--- config.mk ---
export PLATFORM = sky130hd
export DESIGN_NAME = leb128_encode_stream
export DESIGN_NICKNAME = d
export VERILOG_FILES = /design/src/rtl/leb128_pkg.sv /design/src/rtl/leb128_len_calc.sv /design/src/rtl/leb128_encode_stream.sv
export SDC_FILE = /design/constraint.sdc
export NUM_CORES = 1
export LEC_CHECK = 0
export BUFFER_PORTS_ARGS = -buffer_cell sky130_fd_sc_hd__buf_2
export CAP_MARGIN = 0
export CORE_MARGIN = 1.5
export CORE_UTILIZATION = 35
export CTS_BUF_LIST = sky130_fd_sc_hd__clkbuf_16
export CTS_CLUSTER_DIAMETER = 80
export CTS_CLUSTER_SIZE = 10
export DETAILED_ROUTE_END_ITERATION = 8
export HOLD_SLACK_MARGIN = 0.03
export PLACE_DENSITY = 0.49
export SYNTH_ARGS = -nofsm -noshare
export SYNTH_HDL_FRONTEND = slang
export SYNTH_SLANG_ARGS = --single-unit
--- constraint.sdc ---
create_clock -name clk -period 7.8 [get_ports clk]
set_clock_uncertainty 0.05 [all_clocks]
set_input_delay 0 -clock clk [delete_from_list [all_inputs] [get_ports clk]]
set_output_delay 0 -clock clk [all_outputs]
set_load 0.1 [all_outputs]
--- src/rtl/leb128_pkg.sv ---
`default_nettype none
// ============================================================================
//  Module      : leb128_pkg
//  Description : Shared LEB128 constants, state encoding and byte-packing
//                helper used by the encoder and the instruction-stream decoder.
//  Revision    : 1.0 - initial release
// ============================================================================
package leb128_pkg;

  // Widest integer carried by the LEB128 path and its longest encoding.
  localparam int LEB128_DATA_W    = 64;
  localparam int LEB128_MAX_BYTES = 10;

  // Each LEB128 byte carries seven payload bits; bit 7 flags continuation.
  localparam int LEB128_PAYLOAD_W = 7;
  localparam int LEB128_CONT_BIT  = 7;

  // Width of byte-count / byte-index fields (holds 0..10).
  localparam int LEB128_CNT_W     = 4;

  // Stream FSM states, explicitly encoded.
  typedef enum logic [0:0] {
    LEB_IDLE = 1'b0,
    LEB_EMIT = 1'b1
  } leb_state_e;

  // Assemble one wire byte from a payload chunk; the continuation flag is set
  // on every byte except the final one.
  function automatic logic [7:0] leb128_pack_byte(
    input logic                        i_last,
    input logic [LEB128_PAYLOAD_W-1:0] i_chunk
  );
    logic [7:0] v_byte;
    v_byte                  = {1'b0, i_chunk};
    v_byte[LEB128_CONT_BIT] = ~i_last;
    return v_byte;
  endfunction

endpackage : leb128_pkg
`default_nettype wire

--- src/rtl/leb128_len_calc.sv ---
`default_nettype none
// ============================================================================
//  Module      : leb128_len_calc
//  Description : Combinational LEB128 encoded length (1..MAX) of an integer,
//                unsigned or signed. Also usable for offset precomputation.
//  Revision    : 1.0 - initial release
// ============================================================================
module leb128_len_calc
  import leb128_pkg::*;
#(
  parameter int DATA_W = 64,
  parameter int CNT_W  = 4
) (
  input  logic [DATA_W-1:0] i_value,
  input  logic              i_signed,
  output logic [CNT_W-1:0]  o_byte_cnt
);

  // Wide enough to hold DATA_W+1 significant bits.
  localparam int POS_W = $clog2(DATA_W + 2);

  logic             w_sign;
  logic [POS_W-1:0] w_pos;
  logic [POS_W-1:0] w_bits;

  // Significant bits: position of the highest bit that differs from the
  // reference bit (0 for unsigned, the sign for signed), plus a sign bit
  // when signed. A value with no significant bits still takes one byte.
  always_comb begin
    w_sign = i_signed & i_value[DATA_W-1];
    w_pos  = '0;
    for (int i = 0; i < DATA_W; i++) begin
      if (i_value[i] != w_sign) begin
        w_pos = POS_W'(i + 1);
      end
    end
    w_bits = w_pos + (i_signed ? POS_W'(1) : POS_W'(0));
    if (w_bits == '0) begin
      o_byte_cnt = CNT_W'(1);
    end else begin
      o_byte_cnt = CNT_W'((w_bits + POS_W'(LEB128_PAYLOAD_W - 1)) / POS_W'(LEB128_PAYLOAD_W));
    end
  end

endmodule : leb128_len_calc
`default_nettype wire

--- src/rtl/leb128_encode_stream.sv ---
`default_nettype none
// ============================================================================
//  Module      : leb128_encode_stream
//  Description : Sequential ULEB128/SLEB128 encoder. Accepts one 64-bit value
//                per transaction and emits its minimal LEB128 encoding one
//                byte per cycle on a valid/ready byte stream.
//  Revision    : 1.0 - initial release
// ============================================================================
module leb128_encode_stream
  import leb128_pkg::*;
#(
  parameter  int DATA_W    = 64,
  localparam int MAX_BYTES = (DATA_W + LEB128_PAYLOAD_W - 1) / LEB128_PAYLOAD_W,
  localparam int CNT_W     = $clog2(MAX_BYTES + 1)
) (
  input  logic              clk,
  input  logic              rst_n,
  input  logic [DATA_W-1:0] uint_in,
  input  logic              signed_encode,
  input  logic              in_valid,
  output logic              in_ready,
  output logic [7:0]        byte_out,
  output logic              out_valid,
  input  logic              out_ready,
  output logic              out_last,
  output logic [CNT_W-1:0]  byte_cnt,
  output logic [CNT_W-1:0]  byte_idx
);

  localparam int PW = LEB128_PAYLOAD_W;

  leb_state_e        r_state;
  leb_state_e        w_state_nxt;
  logic [DATA_W-1:0] r_sr;
  logic              r_signed;
  logic [CNT_W-1:0]  r_byte_cnt;
  logic [CNT_W-1:0]  r_byte_idx;

  logic [CNT_W-1:0]  w_len;
  logic [PW-1:0]     w_chunk;
  logic [DATA_W-1:0] w_rest;
  logic              w_last;
  logic              w_emit;
  logic              w_in_ready;
  logic              w_accept;
  logic              w_byte_hs;

  // Length is computed from the raw input so it is ready at the accept edge.
  leb128_len_calc #(
    .DATA_W (DATA_W),
    .CNT_W  (CNT_W)
  ) u_len_calc (
    .i_value    (uint_in),
    .i_signed   (signed_encode),
    .o_byte_cnt (w_len)
  );

  // Split the shift register into this byte's payload and the remainder,
  // and decide whether the remainder is fully implied by the payload.
  always_comb begin
    w_chunk = r_sr[PW-1:0];
    if (r_signed) begin
      w_rest = {{PW{r_sr[DATA_W-1]}}, r_sr[DATA_W-1:PW]};
      w_last = ((w_rest == '0) && !w_chunk[PW-1]) ||
               ((w_rest == '1) &&  w_chunk[PW-1]);
    end else begin
      w_rest = {{PW{1'b0}}, r_sr[DATA_W-1:PW]};
      w_last = (w_rest == '0);
    end
  end

  // Handshake qualifiers; a new value may enter on the final-byte handshake.
  always_comb begin
    w_emit     = (r_state == LEB_EMIT);
    w_in_ready = (r_state == LEB_IDLE) | (w_emit & w_last & out_ready);
    w_accept   = in_valid & w_in_ready;
    w_byte_hs  = w_emit & out_ready;
  end

  // State register.
  always_ff @(posedge clk or negedge rst_n) begin
    if (!rst_n) begin
      r_state <= LEB_IDLE;
    end else begin
      r_state <= w_state_nxt;
    end
  end

  // Next-state logic: stay in EMIT across back-to-back values.
  always_comb begin
    w_state_nxt = r_state;
    case (r_state)
      LEB_IDLE: begin
        if (w_accept) begin
          w_state_nxt = LEB_EMIT;
        end
      end
      LEB_EMIT: begin
        if (w_byte_hs && w_last) begin
          w_state_nxt = w_accept ? LEB_EMIT : LEB_IDLE;
        end
      end
      default: begin
        w_state_nxt = LEB_IDLE;
      end
    endcase
  end

  // Datapath: load on accept, advance one payload chunk per non-final byte.
  always_ff @(posedge clk or negedge rst_n) begin
    if (!rst_n) begin
      r_sr       <= '0;
      r_signed   <= 1'b0;
      r_byte_cnt <= '0;
      r_byte_idx <= '0;
    end else if (w_accept) begin
      r_sr       <= uint_in;
      r_signed   <= signed_encode;
      r_byte_cnt <= w_len;
      r_byte_idx <= '0;
    end else if (w_byte_hs && !w_last) begin
      r_sr       <= w_rest;
      r_byte_idx <= r_byte_idx + CNT_W'(1);
    end
  end

  // Outputs: the byte lane is zero outside EMIT so stale data never shows.
  always_comb begin
    in_ready  = w_in_ready;
    out_valid = w_emit;
    out_last  = w_emit & w_last;
    byte_out  = w_emit ? leb128_pack_byte(w_last, w_chunk) : 8'h00;
    byte_cnt  = r_byte_cnt;
    byte_idx  = r_byte_idx;
  end

endmodule : leb128_encode_stream
`default_nettype wire

* After elaboration in Yosys (flattened, before gate mapping) *
Index checks and enable logic that the tools add are counted.
Widths: inputs -> output; s select.

cells by class
  add/subtract/negate cells = 3
  div/mod/pow operators = 1
  eq/ne operators = 66
  mux-type cells = 76
  bitwise logic cells = 8
  reduce and logical (&&, ||, !) cells = 12

operators by type and width
  kind                  number
  $mux 6                32
  $mux 64               3
  $mux 5                16
  $eq 64x64->1 const B  1
  $logic_not 64->1      1
  $ne 1x1->1            64
  $logic_not 57->1      1
  $mux 4                11
  $mux 3                4
  $mux 8                1
  $add 7x3->7 const B   1
  $add 7x7->7           1
  $div 7x3->7 const B   1
  $logic_not 7->1       1
  $mux 7                1
  $and 1x1->1           5
  $mux 1                5
  $add 4x1->4 const B   1
  $logic_and 1x1->1     4
  $mux 2                2
  $logic_not 1->1       2
  $ne 2x1->1 const B    1
  $not 1->1             2
  $pmux 1 s2            1
  other kinds (4)       4

storage, ports and cells
  register bits = 74
  bits of input ports = 69
  output and inout port bits = 19
  word-level logic and storage cells = 172

* Logic depth before layout (Yosys ltp) *
  word-level depth = 70
  gate-level depth with buffers = 34
  depth with buffers taken out = 30

* By module *
Synthesis repeated with hierarchy kept, for this count alone.

second synthesis, totals
  cells, all modules = 752
  area, all modules = 6177.2 um2

modules (own cells, without submodules)
  module                instances  cells each  area an instance (um2)  seq. area each (um2)
  leb128_encode_stream  1          373         3722.3                  1851.8
  leb128_len_calc       1          379         2454.9                  0.0

* Least setup slack after synthesis *
OpenSTA, ideal clock, no wires.

  path type = input port to flip-flop
  from = input port signed_encode
  to = register r_byte_cnt[0], in the netlist byte_cnt[0]
  setup time = 0.126 ns
  arrival time = 5.326 ns
  data required time = 7.624 ns
  setup slack = 2.298 ns
  stages on the path = 34
  cells stage by stage = buf_4 and2_1 clkbuf_1 buf_2 nor2_1 a2bb2oi_1 nand2_1 a21boi_0 o221ai_1 a22oi_1 o22ai_1 and3_1 o21ai_0 a21oi_1 a221oi_1 nor3_1 o211ai_1 ha_1 ha_1 clkbuf_1 xnor2_1 ha_1 clkbuf_1 nor3_1 nand2b_1 nand3b_1 a2111oi_2 a211oi_2 xnor2_1 inv_1 ha_1 or3b_1 a31oi_1 o32a_1

on the way
  longest elaborated chain between the ends = 70

ends and longest elaborated chain
  what                    line                         RTL
  start: declaration      leb128_encode_stream.sv:19   input logic signed_encode,
  $and 1x1->1             leb128_len_calc.sv:30        w_sign = i_signed & i_value[DATA_W-1];
  $ne 1x1->1              leb128_len_calc.sv:33        if (i_value[i] != w_sign) begin
  $mux 1                  leb128_len_calc.sv:33
  $mux 2 (2 in series)    leb128_len_calc.sv:33
  $mux 3 (4 in series)    leb128_len_calc.sv:33
  $mux 4 (8 in series)    leb128_len_calc.sv:33
  $mux 5 (16 in series)   leb128_len_calc.sv:33
  $mux 6 (32 in series)   leb128_len_calc.sv:33
  $mux 7                  leb128_len_calc.sv:33
  $add 7x7->7 (*)         leb128_len_calc.sv:37        w_bits = w_pos + (i_signed ? POS_W'(1) : POS_W'(0));
  $add 7x3->7             leb128_len_calc.sv:41        o_byte_cnt = CNT_W'((w_bits + POS_W'(LEB128_PAYLOAD_W - 1)) / POS_W'(LEB128_PAYLOAD_W));
  $div 7x3->7             leb128_len_calc.sv:41
  $mux 4 (*)              leb128_len_calc.sv:38        if (w_bits == '0) begin
  end signal: assignment  leb128_encode_stream.sv:119  r_byte_cnt <= w_len;
  end: declaration        leb128_encode_stream.sv:36   logic [CNT_W-1:0] r_byte_cnt;

Mark *: on every way between the ends. The rest lies on a longest branch, timed or not.
A chain may end at the register's enable or synchronous reset.

* Worst setup path in the final report *
  from = input port uint_in[63]
  to = register r_byte_cnt[0], in the netlist byte_cnt[0]

on the way
  longest elaborated chain between the ends = 70

ends and longest elaborated chain
  what                   line                        RTL
  start: declaration     leb128_encode_stream.sv:18  input logic [DATA_W-1:0] uint_in,
  $and 1x1->1            leb128_len_calc.sv:30
  $ne 1x1->1             leb128_len_calc.sv:33
  $mux 1                 leb128_len_calc.sv:33
  $mux 2 (2 in series)   leb128_len_calc.sv:33
  $mux 3 (4 in series)   leb128_len_calc.sv:33
  $mux 4 (8 in series)   leb128_len_calc.sv:33
  $mux 5 (16 in series)  leb128_len_calc.sv:33
  $mux 6 (32 in series)  leb128_len_calc.sv:33
  $mux 7 (*)             leb128_len_calc.sv:33
  $add 7x7->7 (*)        leb128_len_calc.sv:37
  $add 7x3->7            leb128_len_calc.sv:41
  $div 7x3->7            leb128_len_calc.sv:41
  $mux 4 (*)             leb128_len_calc.sv:38

Marks and branches as above.

==> impl_metrics.tcl <==
set metrics [dict create \
    numCtsBuffers 9 \
    r2r_start "r_sr[15]" \
    p_per_area_mw_per_mm2 274.5 \
    synth_fp_nets 915 \
    drcViolationCount 0 \
    rows 48 \
    synth_common_cells "nand2_1 (169), nor2_1 (89), dfrtp_1 (74)" \
    period_share 0.8053 \
    drv_slew 0 \
    synth_warnings 0 \
    initial_core_util 0.3572 \
    num_antenna_cells 0 \
    synth.avg_cell_area_sq_um 7.339 \
    hp-start "uint_in[28]" \
    rsz0062_at_grt "no" \
    setup_tns_ns 0 \
    synth_cell_type_count 81 \
    cp_max_fo 42 \
    synth_area_leaders "dfrtp_1 (30%), nand2_1 (10%), a31oi_1 (5.6%), nor2_1 (5.4%), nand4_1 (3.8%)" \
    core_sq_mm 0.01724 \
    timing.hold.ws_ns 0.01766 \
    port_buffers 87 \
    grt_pass1_wl_um 35930 \
    antenna_found_initial 0 \
    cts_buffer_depth 2 \
    synth-seq-cells 74 \
    hold_class "primary input to register" \
    total_power_mw 2.066 \
    cpPeakStageDelay_ns 0.57 \
    synth_area_sq_mm 0.006157 \
    cp_common_cell "ha_1" \
    synthCells 839 \
    drv_cap 0 \
    synthArstFlopShare 1.000 \
    area_delta_synth_final_pct 22.27 \
    finalSetupViolCount 0 \
    status "finished, final reports clean" \
    drive_gt1_frac 0.1418 \
    gp_congestion 0.8886 \
    r2r_end "r_sr[5]" \
    final.fill_count 1759 \
    wire_per_inst_um 19.56 \
    ir_drop_mv 0.1628 \
    critPathCaptureType "register" \
    cts_tree "yes" \
    dr.first_iter.drc_count 575 \
    grt_pass1_vias 6545 \
    die_area_sq_mm 0.01840 \
    synth.yosys.seq_area_share 0.3008 \
    die_h_um 135.6 \
    slew_headroom 0.3416 \
    reg2reg_setup_slack_ns 4.54 \
    grt_start_max_net_pins 83 \
    grt_usage 0.2516 \
    yosys.area.top_type "dfrtp_1" \
    cts_resized 0 \
    cts_root_buffer "clkbuf_16" \
    drt-total-wl_um 23030 \
    cts.clk_slew.worst_paths_ns 0.06 \
    worst-setup-path-type "primary input to register" \
    vias 7024 \
    slowest_stage "buf_2" \
    ant_nets 0 \
    r2r_cells 9 \
    tightest_slew_ns 0.9876 \
    power_leakage_nw 3.116 \
    period_needed_ns 6.282 \
    min_path_cells 3 \
    drt_pass1_iterations 7 \
    overflow 0 \
    insertion_delay_ns 0.34 \
    ys.flop_type "dfrtp_1" \
    hpwl_um 17100 \
    ios 88 \
    max_freq_ghz 0.1592 \
    synth_edf_count 0 \
    cp.arrival_ns 6.46 \
    crit_required_ns 7.98 \
    synth_most_common_cell "nand2_1" \
    fin_nets 1024 \
    yosysTopAreaCellShare 0.3008 \
    cts.htree.levels 3 \
    cts_sinks 74 \
    routed_via_density 5.968 \
    fp.dieW_um 135.6 \
    critPathLaunchType "primary input" \
    finalHoldViolCount 0 \
    hold_end "r_sr[28]" \
]
## placed cells by master (no fill, tap or decap), drive strengths merged, types with 4 or more instances in the layout
cell         instances
a211o                9
a211oi              16
a21boi               5
a21oi               33
a22oi               11
a2bb2o               4
a2bb2oi              7
a31oi               55
and2                14
and3                 6
buf                 92
clkbuf               9
dfrtp               74
dlygate4sd3         58
ha                   7
inv                 19
mux2i                4
nand2              169
nand2b               5
nand3               20
nand4               37
nor2                89
nor3                11
nor4                22
o211ai               5
o21ai               40
o21bai               5
o22a                 6
o22ai               14
o31ai                7
or2                 14
or3                  8
or4                  4
xnor2                9
## cell type report
type,count,area (sq um),share of cell area
clock buffer,9,225.2,0.02992
clock inverter,6,36.28,0.004820
sequential,74,1852,0.2460
multi-input combinational,695,4010,0.5327
inverter,18,67.56,0.008975
tap,225,281.5,0.03739
timing repair buffer,150,1056,0.1403
## registers in the layout, indices dropped and copies added (netlist names)
| signal | cells |
|---|---|
| r_sr | 64 |
| byte_cnt | 4 |
| byte_idx | 4 |
| out_valid | 1 |
| r_signed | 1 |
## power breakdown
| part | leakage (nW) | switching (mW) | internal [mW] |
|---|---|---|---|
| Clock | 0.124 | 0.168 | 0.211 |
| Sequential | 0.996 | 0.151 | 0.514 |
| Combinational | 2.00 | 0.728 | 0.294 |
## per-layer routing
layer  track usage  routed length [um]
met5             0                   0
met4       0.06392                 480
met3       0.03629                1259
met2        0.4061               10640
met1        0.3522               10650
## repair_timing
action / CTS / global route
buffers inserted: 0 / 0
hold buffers: 58 / 0
hold endpoints to repair: 131 / 0
## cells by family (layout without fill, tap and decap cells)
logic type	after synthesis	count (layout)	share of synthesized area
fa+ha+maj	8	8	0.01585
flops	74	74	0.3008
mux	5	5	0.008332
xor+xnor	11	11	0.01565
compound gates	257	257	0.2918
buf+inv	70	183	0.04978
simple gates	414	414	0.3178
## worst max path at each step
stage / startpoint / end / slack, ns
2_1_floorplan: signed_encode / byte_cnt[0] / 2.30
3_3_place_gp: uint_in[63] / byte_cnt[0] / 1.52
3_5_place_dp: uint_in[63] / byte_cnt[0] / 1.23
4_1_cts: uint_in[63] / byte_cnt[0] / 1.58
5_1_grt: uint_in[63] / byte_cnt[0] / 0.86
6_report: uint_in[63] / byte_cnt[0] / 1.52
## metrics by stage
| step | std cells | setup WS (ns) | cell area (sq um) | util |
|---|---|---|---|---|
| 2_1_floorplan | 839 | 2.298 | 6157 | - |
| 3_3_place_gp | 1104 | 1.524 | 6686 | 0.3879 |
| 3_5_place_dp | 1104 | 1.232 | 6686 | 0.3879 |
| 4_1_cts | 1177 | 1.580 | 7528 | 0.4368 |
| 5_1_grt | 1177 | 0.8612 | 7528 | 0.4368 |
| 6_report | 1177 | 1.518 | 7528 | 0.4368 |
## critical path: cells and delay by family
| family | cells | cell delay (ns) |
|---|---|---|
| mux | 1 | 0.22 |
| xor+xnor | 1 | 0.23 |
| fa+ha+maj | 3 | 0.74 |
| buf+inv | 3 | 0.88 |
| compound gates | 14 | 2.99 |
| simple gates | 8 | 1.35 |
No activity file was read; power rests on OpenSTA's default activity.
